--- config.mk ---
export PLATFORM = sky130hd
export DESIGN_NAME = apb_requester
export DESIGN_NICKNAME = d
export VERILOG_FILES = /design/src/rtl/apb_pkg.sv /design/src/rtl/apb_req_timer.sv /design/src/rtl/apb_requester.sv
export SDC_FILE = /design/constraint.sdc
export NUM_CORES = 1
export LEC_CHECK = 0
export CORE_UTILIZATION = 30
export CTS_BUF_LIST = sky130_fd_sc_hd__clkbuf_4 sky130_fd_sc_hd__clkbuf_8
export DETAILED_ROUTE_END_ITERATION = 10
export DONT_BUFFER_PORTS = 1
export HOLD_SLACK_MARGIN = 0.15
export RECOVER_POWER = 100
export SLEW_MARGIN = 20
export SYNTH_ARGS = -nofsm -noshare
export SYNTH_HDL_FRONTEND = slang
export SYNTH_SLANG_ARGS = --single-unit
--- constraint.sdc ---
create_clock -name clk -period 3.6 [get_ports clk]
set_clock_uncertainty 0.2 [all_clocks]
set_input_delay 0.72 -clock clk [delete_from_list [all_inputs] [get_ports clk]]
set_output_delay 0.72 -clock clk [all_outputs]
set_load 0.005 [all_outputs]
--- src/rtl/apb_pkg.sv ---
// Shared types for the APB requester slice.
//   apb_req_state_e : requester FSM states
//   APB_WRITE/READ  : values carried on the wr_rd direction signal
package apb_pkg;

    typedef enum logic [1:0] {
        IDLE,
        SETUP,
        ACCESS,
        RESP
    } apb_req_state_e;

    localparam logic APB_WRITE = 1'b1;
    localparam logic APB_READ  = 1'b0;

endpackage

--- src/rtl/apb_req_timer.sv ---
// ACCESS-phase wait counter for the APB requester.
//   clk, rst   : clock, asynchronous active-high reset
//   clr_i      : restart the count (issued in SETUP)
//   inc_i      : one more wait state seen (ready=0 in ACCESS)
//   expired_o  : the current wait cycle is the last one allowed;
//                never asserted when TIMEOUT_CYCLES is 0
module apb_req_timer #(
    parameter int unsigned TIMEOUT_CYCLES = 16
) (
    input  logic clk,
    input  logic rst,
    input  logic clr_i,
    input  logic inc_i,
    output logic expired_o
);

    localparam int unsigned CW = (TIMEOUT_CYCLES == 0) ? 1 : $clog2(TIMEOUT_CYCLES + 1);
    localparam logic [CW-1:0] LAST = (TIMEOUT_CYCLES == 0) ? '0 : CW'(TIMEOUT_CYCLES - 1);

    logic [CW-1:0] cnt_q, cnt_d;

    // Saturating increment: with the timeout disabled the count just parks at all-ones.
    always_comb begin
        cnt_d = cnt_q;
        if (clr_i) begin
            cnt_d = '0;
        end else if (inc_i && (cnt_q != '1)) begin
            cnt_d = cnt_q + 1'b1;
        end
    end

    always_ff @(posedge clk or posedge rst) begin
        if (rst) begin
            cnt_q <= '0;
        end else begin
            cnt_q <= cnt_d;
        end
    end

    assign expired_o = (TIMEOUT_CYCLES != 0) && (cnt_q == LAST);

endmodule

--- src/rtl/apb_requester.sv ---
// APB initiator: takes one command at a time from a valid/ready client channel,
// runs SETUP/ACCESS on APB (honouring wait states, with optional timeout) and
// returns read data / error status on a valid/ready response channel.
//   clk, rst                       : clock, asynchronous active-high reset
//   cmd_valid/ready, cmd_*         : command channel (direction, address, data, strobes)
//   rsp_valid/ready, rsp_rdata/err : response channel (err = timed out)
//   addr, sel, enable, wr_rd,
//   wdata, wstrobe, ready, rdata   : APB requester-side bus
module apb_requester
    import apb_pkg::*;
#(
    parameter int unsigned ADDR_WIDTH     = 5,
    parameter int unsigned WDATA_WIDTH    = 32,
    parameter int unsigned RDATA_WIDTH    = 32,
    parameter int unsigned TIMEOUT_CYCLES = 16,
    localparam int unsigned STRB_WIDTH    = WDATA_WIDTH / 8
) (
    input  logic                   clk,
    input  logic                   rst,
    input  logic                   cmd_valid,
    output logic                   cmd_ready,
    input  logic                   cmd_wr_rd,
    input  logic [ADDR_WIDTH-1:0]  cmd_addr,
    input  logic [WDATA_WIDTH-1:0] cmd_wdata,
    input  logic [STRB_WIDTH-1:0]  cmd_wstrobe,
    output logic                   rsp_valid,
    input  logic                   rsp_ready,
    output logic [RDATA_WIDTH-1:0] rsp_rdata,
    output logic                   rsp_err,
    output logic [ADDR_WIDTH-1:0]  addr,
    output logic                   sel,
    output logic                   enable,
    output logic                   wr_rd,
    output logic [WDATA_WIDTH-1:0] wdata,
    output logic [STRB_WIDTH-1:0]  wstrobe,
    input  logic                   ready,
    input  logic [RDATA_WIDTH-1:0] rdata
);

    apb_req_state_e         state_q, state_d;
    logic [ADDR_WIDTH-1:0]  addr_q, addr_d;
    logic                   sel_q, sel_d;
    logic                   enable_q, enable_d;
    logic                   wr_rd_q, wr_rd_d;
    logic [WDATA_WIDTH-1:0] wdata_q, wdata_d;
    logic [STRB_WIDTH-1:0]  wstrobe_q, wstrobe_d;
    logic                   rsp_valid_q, rsp_valid_d;
    logic [RDATA_WIDTH-1:0] rsp_rdata_q, rsp_rdata_d;
    logic                   rsp_err_q, rsp_err_d;

    logic tmr_clr, tmr_inc, tmr_expired;

    apb_req_timer #(
        .TIMEOUT_CYCLES(TIMEOUT_CYCLES)
    ) u_timer (
        .clk       (clk),
        .rst       (rst),
        .clr_i     (tmr_clr),
        .inc_i     (tmr_inc),
        .expired_o (tmr_expired)
    );

    assign cmd_ready = (state_q == IDLE) && !rst;

    always_comb begin
        state_d     = state_q;
        addr_d      = addr_q;
        sel_d       = sel_q;
        enable_d    = enable_q;
        wr_rd_d     = wr_rd_q;
        wdata_d     = wdata_q;
        wstrobe_d   = wstrobe_q;
        rsp_valid_d = rsp_valid_q;
        rsp_rdata_d = rsp_rdata_q;
        rsp_err_d   = rsp_err_q;
        tmr_clr     = 1'b0;
        tmr_inc     = 1'b0;

        unique case (state_q)
            IDLE: begin
                if (cmd_valid && cmd_ready) begin
                    addr_d    = cmd_addr;
                    wr_rd_d   = cmd_wr_rd;
                    wdata_d   = cmd_wdata;
                    wstrobe_d = (cmd_wr_rd == APB_WRITE) ? cmd_wstrobe : '0;
                    sel_d     = 1'b1;
                    enable_d  = 1'b0;
                    state_d   = SETUP;
                end
            end
            SETUP: begin
                enable_d = 1'b1;
                tmr_clr  = 1'b1;
                state_d  = ACCESS;
            end
            ACCESS: begin
                if (ready) begin
                    sel_d       = 1'b0;
                    enable_d    = 1'b0;
                    wstrobe_d   = '0;
                    rsp_valid_d = 1'b1;
                    rsp_err_d   = 1'b0;
                    rsp_rdata_d = (wr_rd_q == APB_WRITE) ? '0 : rdata;
                    state_d     = RESP;
                end else begin
                    tmr_inc = 1'b1;
                    // expired reflects the count before this increment, so
                    // ACCESS lasts exactly TIMEOUT_CYCLES cycles.
                    if (tmr_expired) begin
                        sel_d       = 1'b0;
                        enable_d    = 1'b0;
                        wstrobe_d   = '0;
                        rsp_valid_d = 1'b1;
                        rsp_err_d   = 1'b1;
                        rsp_rdata_d = '0;
                        state_d     = RESP;
                    end
                end
            end
            RESP: begin
                if (rsp_ready) begin
                    rsp_valid_d = 1'b0;
                    state_d     = IDLE;
                end
            end
            default: state_d = IDLE;
        endcase
    end

    always_ff @(posedge clk or posedge rst) begin
        if (rst) begin
            state_q     <= IDLE;
            addr_q      <= '0;
            sel_q       <= 1'b0;
            enable_q    <= 1'b0;
            wr_rd_q     <= 1'b0;
            wdata_q     <= '0;
            wstrobe_q   <= '0;
            rsp_valid_q <= 1'b0;
            rsp_rdata_q <= '0;
            rsp_err_q   <= 1'b0;
        end else begin
            state_q     <= state_d;
            addr_q      <= addr_d;
            sel_q       <= sel_d;
            enable_q    <= enable_d;
            wr_rd_q     <= wr_rd_d;
            wdata_q     <= wdata_d;
            wstrobe_q   <= wstrobe_d;
            rsp_valid_q <= rsp_valid_d;
            rsp_rdata_q <= rsp_rdata_d;
            rsp_err_q   <= rsp_err_d;
        end
    end

    assign addr      = addr_q;
    assign sel       = sel_q;
    assign enable    = enable_q;
    assign wr_rd     = wr_rd_q;
    assign wdata     = wdata_q;
    assign wstrobe   = wstrobe_q;
    assign rsp_valid = rsp_valid_q;
    assign rsp_rdata = rsp_rdata_q;
    assign rsp_err   = rsp_err_q;

endmodule
==> out/metrics.csv, run 1 <==
stage,metric,value,unit
run_status,outcome,"complete, but fails checks",
run_status,failing checks,"capacitance limit, slew limit",
die,core area,11400,um2
cts,CTS tree,done,
yosys,Synth Register Bits,85,
timing,Final setup viols,0,
final_layout,"most common cell after layout, fill and taps aside",dfrtp_1,
routing,DRC,0,
final_layout,fill cell count,1167,
cts,Post-CTS Hold Buffers,1,
cts,postcts setup bufs,0,
final_layout,nets,383,
power,worst vdd ir,0.000343,V
timing,RSZ-0062 raised after global routing,false,
yosys,sequential cell area fraction in the yosys report,0.610,
cts,clk sinks,85,
yosys,post-synthesis instance total,295,
routing,via count,2099,
die,DIE AREA,12100,um2
worst_setup_path,CP arrival,2600,ps
yosys,syn_nets,383,
final_layout,most frequent cells in the layout,"dfrtp_1 (85), nand2_1 (68), mux2_2 (39)",
cts,CTS buffer count,9,
final_layout,n_diodes,0,
timing,Worst Tran Pin Value,1870,ps
worst_setup_path,R2R cell count,6,
grt,vias in the first global route,2022,
final_layout,share of cells above drive strength 1,0.210,
grt,largest net degree at the start of global routing,67,
min_path,Min-Delay Path Class,in2reg,
power,power consumption,3.24,mW
routing,1st-iter DRT viols,90,
timing,"Slew Viols, Final",42,
cts,CTS resizes,0,
timing,final count of hold timing violations,0,
routing,post-route ant nets,0,
routing,drt pass-1 iters,4,
worst_setup_path,CP Max Fanout,66,
yosys,Netlist cell types,30,
routing,Wirelength per Cell,15.4,um
grt,antenna violations before repair,0,
cts,Clock Tree Buf Depth,2,
placed_design,gpl congestion,0.753,
timing,Achievable Freq,381,MHz
placed_design,I/O Buffers,0,
placed_design,dpl hpwl,4930,um
routing,DR vias/cell,4.74,
die,std cell rows,39,
job,Max Cap Viol,1,
yosys,ys async rst share,1.00,
worst_setup_path,most frequent CP cell,ha_1,
worst_setup_path,crit path kind,reg2reg,
worst_setup_path,CP max stage delay,770,ps
grt,first-pass GRT wire length,10200,um
worst_setup_path,CP endpoint kind,register,
final_layout,Layout Cells excl Fill,443,
routing,total wire length,6840,um
timing,Total Neg Setup Slack,0,ps
power,PwrDens,843,nW/um2
worst_setup_path,CP max stage cell,clkbuf_2,
die,chip width,110,um
grt,GRT overflow,0,
timing,Tmin final,2620,ps
power,LEAKAGE,1.73,nW
yosys,number of synthesized flops with an enable pin,0,
yosys,ys flop type,dfrtp_1,
yosys,Syn Area/Cell,11.8,um2
worst_setup_path,critical path cell sequence,ha_1 > and3_1 > ha_1 > o21ai_4 > clkbuf_2 > o21ai_0,
yosys,Ys Warns,0,
die,Die Span Y,110,um
final_layout,Area Growth Syn to Fin,9.97,%
cts,clk root buf,clkbuf_8,
cts,Clock transition at path regs,80,ps
cts,Clock Latency Late Sink,350,ps
min_path,WHS Path Cells,1,
worst_setup_path,Worst setup SP type,register,
die,Initial Util,0.307,
worst_setup_path,Worst EP required,3580,ps
timing,Slew headroom,-0.255,
grt,gr usage total,0.115,
placed_design,Placed Instances,426,
cts,htree depth,3,
yosys,synthesized cell area,3490,um2
timing,fin crit share,0.729,
die,I/O pins,158,
==> Yosys cell counts (4+ instances only) <==
master	instances	area, um2
dfrtp_1	85	2130
nand2_1	68	255
mux2_2	40	450
o21ai_0	31	155
buf_2	13	65.1
ha_1	9	113
nor2_1	7	26.3
inv_1	5	18.8
o21ai_1	5	25.0
a22o_1	4	35.0
nor2b_1	4	25.0
==> layout make-up <==
class                   instances  area, um2  share of cell area
clock inverters                 5       50.0              0.0130
flip-flops and latches         85       2130               0.554
repair buffers                  5       47.5              0.0124
inverters                       5       20.0             0.00522
well taps                     143        179              0.0466
multi-input cells             189       1270               0.331
clock buffers                  11        145              0.0378
==> per-stage QoR <==
step / util / area, um2 / hold slack, ps / setup WS [ps]
2_1_floorplan: - / 3490 / 273 / 487
3_3_place_gp: 0.321 / 3650 / 294 / 1440
3_5_place_dp: 0.321 / 3650 / 297 / 1340
4_1_cts: 0.339 / 3850 / 239 / 1190
5_1_grt: 0.338 / 3840 / 257 / 715
6_report: 0.338 / 3840 / 273 / 976
==> path summary, 6_finish.rpt <==
check | startpoint | endpoint | slack (ps)
worst max-delay path | u_timer.cnt_q[0] | rsp_rdata[7] | 980
worst min register to register | rsp_rdata[19] | rsp_rdata[19] | 310
min in group asynchronous | rst | sel | 1090
worst min-delay path | ready | rsp_err | 270
max in group asynchronous | rst | rsp_rdata[25] | 1220
worst max register to register | u_timer.cnt_q[0] | rsp_rdata[7] | 980
==> power breakdown <==
| group | leakage [nW] | internal [mW] | switching (mW) |
|---|---|---|---|
| Combinational | 0.543 | 0.389 | 0.399 |
| Sequential | 1.08 | 1.41 | 0.369 |
| Clock | 0.106 | 0.343 | 0.324 |
| Total | 1.73 | 2.14 | 1.09 |
==> layer usage <==
layer | track usage | vias up | share of wire
met5 | 0 | - | 0
met4 | 0.0514 | 0 | 0.016
met3 | 0.0622 | 10 | 0.085
met2 | 0.186 | 82 | 0.50
met1 | 0.124 | 1016 | 0.40
li1 | - | 991 | -
==> critical path, delay by kind of cell (launching register included) <==
kind	cells	cell delay, ps
and+or+nand+nor	1	190
buffers and inverters	1	770
DFF	1	420
adders and majority gates	2	470
AOI/OAI and AO/OA	2	390
==> state kept, by name, summed over array words and instances, names as in the netlist <==
name / cells
rsp_rdata: 32
wdata: 32
addr: 5
u_timer.cnt_q: 5
wstrobe: 4
state_q: 2
enable: 1
rsp_err: 1
rsp_valid: 1
sel: 1
wr_rd: 1
==> cell families after synthesis <==
logic type,Yosys count,synth area share
AO/OA/AOI/OAI,49,0.0810
flip-flops,85,0.610
adder cells (fa/ha/maj),9,0.0323
multiplexers,42,0.135
XOR/XNOR,2,0.00502
buffers and inverters,21,0.0276
AND/OR/NAND/NOR,87,0.109
(Power assumes the default switching activity.)
==> run 2, diff against run 1 <==
==> constraint.sdc (replaced) <==
create_clock -name clk -period 2.6 [get_ports clk]
set_clock_uncertainty 0.2 [all_clocks]
set_input_delay 0.52 -clock clk [delete_from_list [all_inputs] [get_ports clk]]
set_output_delay 0.52 -clock clk [all_outputs]
set_load 0.005 [all_outputs]
==> out/metrics.csv, run 2 (synthesis results as in run 1) <==
stage,metric,value,unit,change
timing,Slew headroom,0.234,,+0.489
routing,DR vias/cell,4.67,,-1.5%
grt,vias in the first global route,2512,,+24%
cts,Clock transition at path regs,90,ps,about the same
die,std cell rows,39,,unchanged
grt,GRT overflow,0,,unchanged
routing,drt pass-1 iters,6,,+2
cts,clk root buf,clkbuf_8,,
job,Max Cap Viol,0,,-1
grt,antenna violations before repair,0,,unchanged
routing,1st-iter DRT viols,142,,+58%
cts,Clock Latency Late Sink,360,ps,about the same
run_status,outcome,finished clean,,
timing,fin crit share,0.857,,+0.128
grt,gr usage total,0.132,,+0.0173
power,worst vdd ir,0.000432,V,+26%
final_layout,"most common cell after layout, fill and taps aside",dfrtp_1,,
placed_design,Post-Place Setup Slack,380,ps,-963 ps
grt,first-pass GRT wire length,11700,um,+15%
routing,total wire length,7750,um,+13%
timing,"Slew Viols, Final",0,,-100%
placed_design,dpl hpwl,4980,um,+1.1%
worst_setup_path,CP endpoint kind,register,,
cts,Post-CTS Hold Buffers,77,,+76
power,Clk network pwr share,0.219,,+0.013
power,share of power burned in registers,0.526,,-0.025
die,DIE AREA,12100,um2,unchanged
timing,post-route setup slack,372,ps,-603 ps
timing,Worst Tran Pin Value,1150,ps,-723 ps
cts,htree depth,3,,unchanged
final_layout,Area Growth Syn to Fin,32.8,%,
die,core area,11400,um2,unchanged
worst_setup_path,CP arrival,2280,ps,-320 ps
timing,Achievable Freq,449,MHz,+18%
power,Comb power frac,0.255,,+0.012
cts,CTS tree,done,,
placed_design,gpl congestion,0.798,,+5.9%
cts,CTS buffer count,9,,unchanged
timing,Final setup viols,0,,unchanged
worst_setup_path,Worst setup SP type,register,,
power,Net Sw Frac,0.337,,-0.000851
die,chip width,110,um,unchanged
cts,clk sinks,85,,unchanged
timing,RSZ-0062 raised after global routing,false,,
cts,CTS resizes,0,,unchanged
routing,Wirelength per Cell,14.9,um,-3.6%
die,I/O pins,158,,unchanged
placed_design,I/O Buffers,0,,unchanged
final_layout,share of cells above drive strength 1,0.172,,-0.0376
cts,postcts setup bufs,0,,unchanged
power,Int Power,3.13,mW,+46%
power,LEAKAGE,2.04,nW,+18%
timing,Tmin final,2230,ps,-397 ps
cts,Clock Tree Buf Depth,2,,unchanged
die,Die Span Y,110,um,unchanged
routing,via count,2426,,+16%
grt,largest net degree at the start of global routing,67,,unchanged
worst_setup_path,CP Max Fanout,5,,-92%
power,Switch Pwr,1.59,mW,+45%
final_layout,n_diodes,0,,unchanged
worst_setup_path,crit path kind,reg2reg,,
worst_setup_path,Worst EP required,2650,ps,-930 ps
timing,Total Neg Setup Slack,0,ps,unchanged
power,PwrDens,1020,nW/um2,+21%
final_layout,nets,460,,+20%
min_path,Min-Delay Path Class,in2reg,,
die,Initial Util,0.307,,unchanged
timing,final count of hold timing violations,0,,unchanged
routing,DRC,0,,unchanged
final_layout,most frequent cells in the layout,"dfrtp_1 (85), dlygate4sd3_1 (77), nand2_1 (68)",,
final_layout,fill cell count,1086,,-6.9%
routing,post-route ant nets,0,,unchanged
-- run 2: cell types whose count changed in the layout (fill, tap and decap cells not counted) --
| cell | previous run | this run |
|---|---|---|
| clkinvlp_4 | 0 | 5 |
| o21ai_4 | 1 | 0 |
| inv_6 | 0 | 1 |
| o21ai_0 | 34 | 35 |
| nor3b_4 | 0 | 1 |
| clkinv_2 | 4 | 0 |
| nor3b_1 | 2 | 1 |
| clkbuf_8 | 10 | 9 |
| clkinvlp_2 | 1 | 0 |
| mux2_2 | 39 | 40 |
| mux2_1 | 2 | 1 |
| bufinv_16 | 1 | 2 |
| dlygate4sd3_1 | 1 | 77 |
-- run 2: path summary, 6_finish.rpt --
| check | cells past startpoint | to | slack, ps | startpoint |
|---|---|---|---|---|
| max in group asynchronous | 3 | rsp_rdata[25] | 650 | rst |
| min in group asynchronous | 3 | wstrobe[1] | 750 | rst |
| worst min register to register | 2 | rsp_rdata[18] | 320 | rsp_rdata[18] |
| worst max register to register | 6 | state_q[1] | 370 | u_timer.cnt_q[0] |
| worst min-delay path | 2 | rsp_valid | 180 | ready |
| worst max-delay path | 6 | state_q[1] | 370 | u_timer.cnt_q[0] |
-- run 2: cell type report --
type / instances / area (um2) / area share
clock inverter: 7 / 98.8 / 0.0213
timing repair buffer: 82 / 816 / 0.176
inverter: 5 / 22.5 / 0.00486
sequential: 85 / 2130 / 0.459
tap: 143 / 179 / 0.0386
clock buffer: 9 / 124 / 0.0267
multi-input combinational: 189 / 1270 / 0.274
-- run 2: per-stage QoR --
stage	hold slack [ps]	cells	util	cell area [um2]	total power, mW
global route	159	520	0.408	4640	5.09
floorplan	273	295	-	3490	3.29
detailed placement	298	427	0.323	3670	3.66
finish	183	520	0.408	4640	4.72
CTS	156	520	0.410	4660	4.80
global placement	295	427	0.323	3670	3.57
-- run 2: critical path, stage by stage (launching register included) --
cell	delay (ps)
dfrtp_1	420
ha_1	220
and3_1	200
ha_1	230
nor3b_1	340
a211o_1	180
mux2_2	330
-- run 2: routing by layer --
layer / vias to the layer above / GRT usage / part of all wire
li1: 1145 / - / -
met1: 1165 / 0.136 / 0.37
met2: 100 / 0.223 / 0.53
met3: 16 / 0.0628 / 0.079
met4: 0 / 0.0686 / 0.023
met5: - / 0 / 0
-- run 2: power groups by stage --
stage               combinational (mW)  sequential, mW  clock (mW)
CTS                               1.25            2.48        1.08
detailed placement                1.15            2.51           0
global route                      1.38            2.58        1.13
finish                            1.20            2.48        1.03
global placement                  1.08            2.48           0
floorplan                        0.947            2.34           0
==> run 3, diff against run 2 <==
--- a/config.mk
+++ b/config.mk
@@ -5,6 +5,7 @@
 export SDC_FILE = /design/constraint.sdc
 export NUM_CORES = 1
 export LEC_CHECK = 0
+export ABC_AREA = 1
 export CORE_UTILIZATION = 30
 export CTS_BUF_LIST = sky130_fd_sc_hd__clkbuf_4 sky130_fd_sc_hd__clkbuf_8
 export DETAILED_ROUTE_END_ITERATION = 10
==> out/metrics.csv, run 3 <==
stage,metric,value,unit,change
run_status,outcome,"complete, but fails checks",,
run_status,failing checks,DRC,,
placed_design,I/O Buffers,0,,unchanged
routing,post-route ant nets,0,,unchanged
timing,fin crit share,0.825,,-0.0316
timing,Slew headroom,0.233,,-0.000846
yosys,Compound-Gate Fraction of Synth Area,0.00893,,-0.0721
die,I/O pins,158,,unchanged
die,std cell rows,39,,unchanged
worst_setup_path,CP endpoint kind,register,,
final_layout,nets,568,,+23%
yosys,"top cells by count, synth","nand2_1 (214), dfrtp_1 (85), nand3_1 (38)",,
min_path,Min-Delay Path Class,in2reg,,
cts,clk root buf,clkbuf_8,,
die,chip width,112,um,+2.1%
die,core area,11600,um2,+2.1%
yosys,ys flop type,dfrtp_1,,
power,power consumption,4.53,mW,-3.9%
power,Net Sw Frac,0.395,,+0.0579
power,Switch Pwr,1.79,mW,+13%
yosys,sequential cell area fraction in the yosys report,0.584,,-0.0257
yosys,Synth Register Bits,85,,unchanged
worst_setup_path,Worst EP required,2700,ps,+50 ps
final_layout,n_diodes,0,,unchanged
power,PwrDens,988,nW/um2,-2.9%
cts,Clock Tree Buf Depth,2,,unchanged
placed_design,gpl congestion,0.807,,+1.2%
worst_setup_path,crit path kind,reg2reg,,
routing,Wirelength per Cell,14.1,um,-5.2%
placed_design,placed inst area,3710,um2,+1.1%
yosys,synthesized cell area,3640,um2,+4.4%
routing,DRC,12,,+12
yosys,Ys Warns,0,,unchanged
yosys,Synth area leaders,"dfrtp_1 (58%), nand2_1 (22%), nand3_1 (5.2%), ha_1 (3.1%), buf_6 (1.9%)",,
job,Max Cap Viol,0,,unchanged
grt,largest net degree at the start of global routing,86,,+28%
yosys,Syn Area/Cell,8.82,um2,-25%
timing,RSZ-0062 raised after global routing,false,,
timing,Achievable Freq,466,MHz,+3.8%
yosys,syn_nets,501,,+31%
die,Initial Util,0.314,,+0.00680
final_layout,Area Growth Syn to Fin,25.9,%,
placed_design,dpl hpwl,5630,um,+13%
power,Clk network pwr share,0.183,,-0.036
timing,Final setup viols,0,,unchanged
worst_setup_path,Worst setup SP type,register,,
yosys,most common cell in the synthesized netlist,nand2_1,,
grt,GRT overflow,0,,unchanged
grt,antenna violations before repair,0,,unchanged
cts,CTS buffer count,9,,unchanged
yosys,top-area cell type share of the netlist area,0.584,,-0.0257
yosys,number of synthesized flops with an enable pin,0,,unchanged
power,Int Power,2.74,mW,-12%
final_layout,fill cell count,1145,,+5.4%
power,worst vdd ir,0.000486,V,+12%
cts,CTS resizes,0,,unchanged
final_layout,Final Cell Area,4590,um2,-1.1%
yosys,mux cell area share after synthesis,0,,-0.135
grt,first-pass GRT wire length,14900,um,+27%
grt,gr usage total,0.152,,+0.0195
die,DIE AREA,12600,um2,+4.3%
final_layout,share of cells above drive strength 1,0.0557,,-0.117
cts,Clock transition at path regs,80,ps,about the same
yosys,Netlist cell types,22,,-27%
routing,via count,2913,,+20%
timing,final count of hold timing violations,0,,unchanged
final_layout,"most common cell after layout, fill and taps aside",nand2_1,,
routing,drt pass-1 iters,7,,+1
power,share of power burned in registers,0.540,,+0.014
routing,total wire length,8870,um,+15%
cts,clk sinks,85,,unchanged
yosys,leading area contributor after synthesis,dfrtp_1,,
yosys,ys async rst share,1.00,,unchanged
yosys,area share of fa/ha/maj cells after synthesis,0.0309,,-0.00136
routing,DR vias/cell,4.64,,-0.58%
final_layout,most frequent cells in the layout,"nand2_1 (214), dfrtp_1 (85), dlygate4sd3_1 (72)",,
yosys,Post-Synth Simple-Gate Area,0.321,,+0.211
power,LEAKAGE,2.40,nW,+18%
die,Die Span Y,112,um,+2.1%
cts,CTS tree,done,,
cts,Clock Latency Late Sink,360,ps,about the same
cts,htree depth,3,,unchanged
power,Comb power frac,0.278,,+0.023
grt,vias in the first global route,3093,,+23%
routing,1st-iter DRT viols,227,,+60%
timing,Tmin final,2150,ps,-82.0 ps
worst_setup_path,CP Max Fanout,35,,+30
yosys,xor/xnor share of the synthesized area,0,,-0.00502
timing,"Slew Viols, Final",0,,unchanged
yosys,largest family of logic cells by synthesized area,simple AND/OR/NAND/NOR gates,,
worst_setup_path,CP arrival,2240,ps,-40 ps
timing,Worst Tran Pin Value,1150,ps,+1.27 ps
yosys,post-synthesis instance total,413,,+40%
## run 3: what timing repair did
| action | CTS | global route |
|---|---|---|
| hold buffers | 71 | 1 |
| setup endpoints to repair | 0 | 0 |
| endpoints found under the hold margin | 71 | 9 |
| buffers inserted | 0 | 0 |
## run 3: logic make-up after synthesis
| family | after synthesis |
|---|---|
| flops | 85 |
| simple gates | 279 |
| fa+ha+maj | 9 |
| buf+inv | 34 |
| compound gates | 6 |
## run 3: path summary, 6_finish.rpt
| kind | slack [ps] | startpoint | endpoint | cells past startpoint |
|---|---|---|---|---|
| max in group asynchronous | 590 | rst | addr[3] | 3 |
| min in group asynchronous | 830 | rst | wdata[4] | 3 |
| min | 200 | cmd_wr_rd | wstrobe[2] | 4 |
| max | 450 | u_timer.cnt_q[0] | rsp_rdata[23] | 9 |
| max reg2reg | 450 | u_timer.cnt_q[0] | rsp_rdata[23] | 9 |
| min reg2reg | 310 | wdata[11] | wdata[11] | 2 |
## run 3: power by group through the flow
| stage | Sequential, mW | Combinational [mW] | Clock [mW] |
|---|---|---|---|
| 3_3_place_gp | 2.45 | 1.14 | 0 |
| 4_1_cts | 2.44 | 1.28 | 0.889 |
| 3_5_place_dp | 2.46 | 1.19 | 0 |
| 5_1_grt | 2.52 | 1.50 | 0.938 |
| 2_1_floorplan | 2.30 | 1.04 | 0 |
| 6_report | 2.45 | 1.26 | 0.828 |
## run 3: cell type report
type,instances,area [um2],area share
multi-input combinational,294,1300,0.284
inverter,15,57.6,0.0126
sequential,85,2130,0.464
clock buffer,9,124,0.0270
clock inverter,7,51.3,0.0112
timing repair buffer,75,743,0.162
tap,143,179,0.0390
## run 3: per-layer routing
metal / track usage / wire, um / part of all wire
met5: 0 / 0 / 0
met4: 0.0462 / 119 / 0.013
met3: 0.0653 / 718 / 0.081
met2: 0.261 / 4370 / 0.49
met1: 0.171 / 3670 / 0.41
## run 3: worst max-delay path, stage by stage (launching register included)
cell and delay [ps]:
dfrtp_1 410, ha_1 220, nand2_1 80, nor2_1 60, ha_1 210, nor2_4 160
nor2_8 40, inv_2 430, nand2_1 130, nand2_1 120
## run 3: per-stage QoR
step           hold slack (ps)  TNS (ps)  setup slack [ps]  std cells   util
4_1_cts                    155         0               422        627  0.396
6_report                   202         0               454        628  0.395
2_1_floorplan              265     -2910              -114        413      -
5_1_grt                    205         0               253        628  0.395
3_5_place_dp               292         0               556        540  0.320
3_3_place_gp               290         0               642        540  0.320
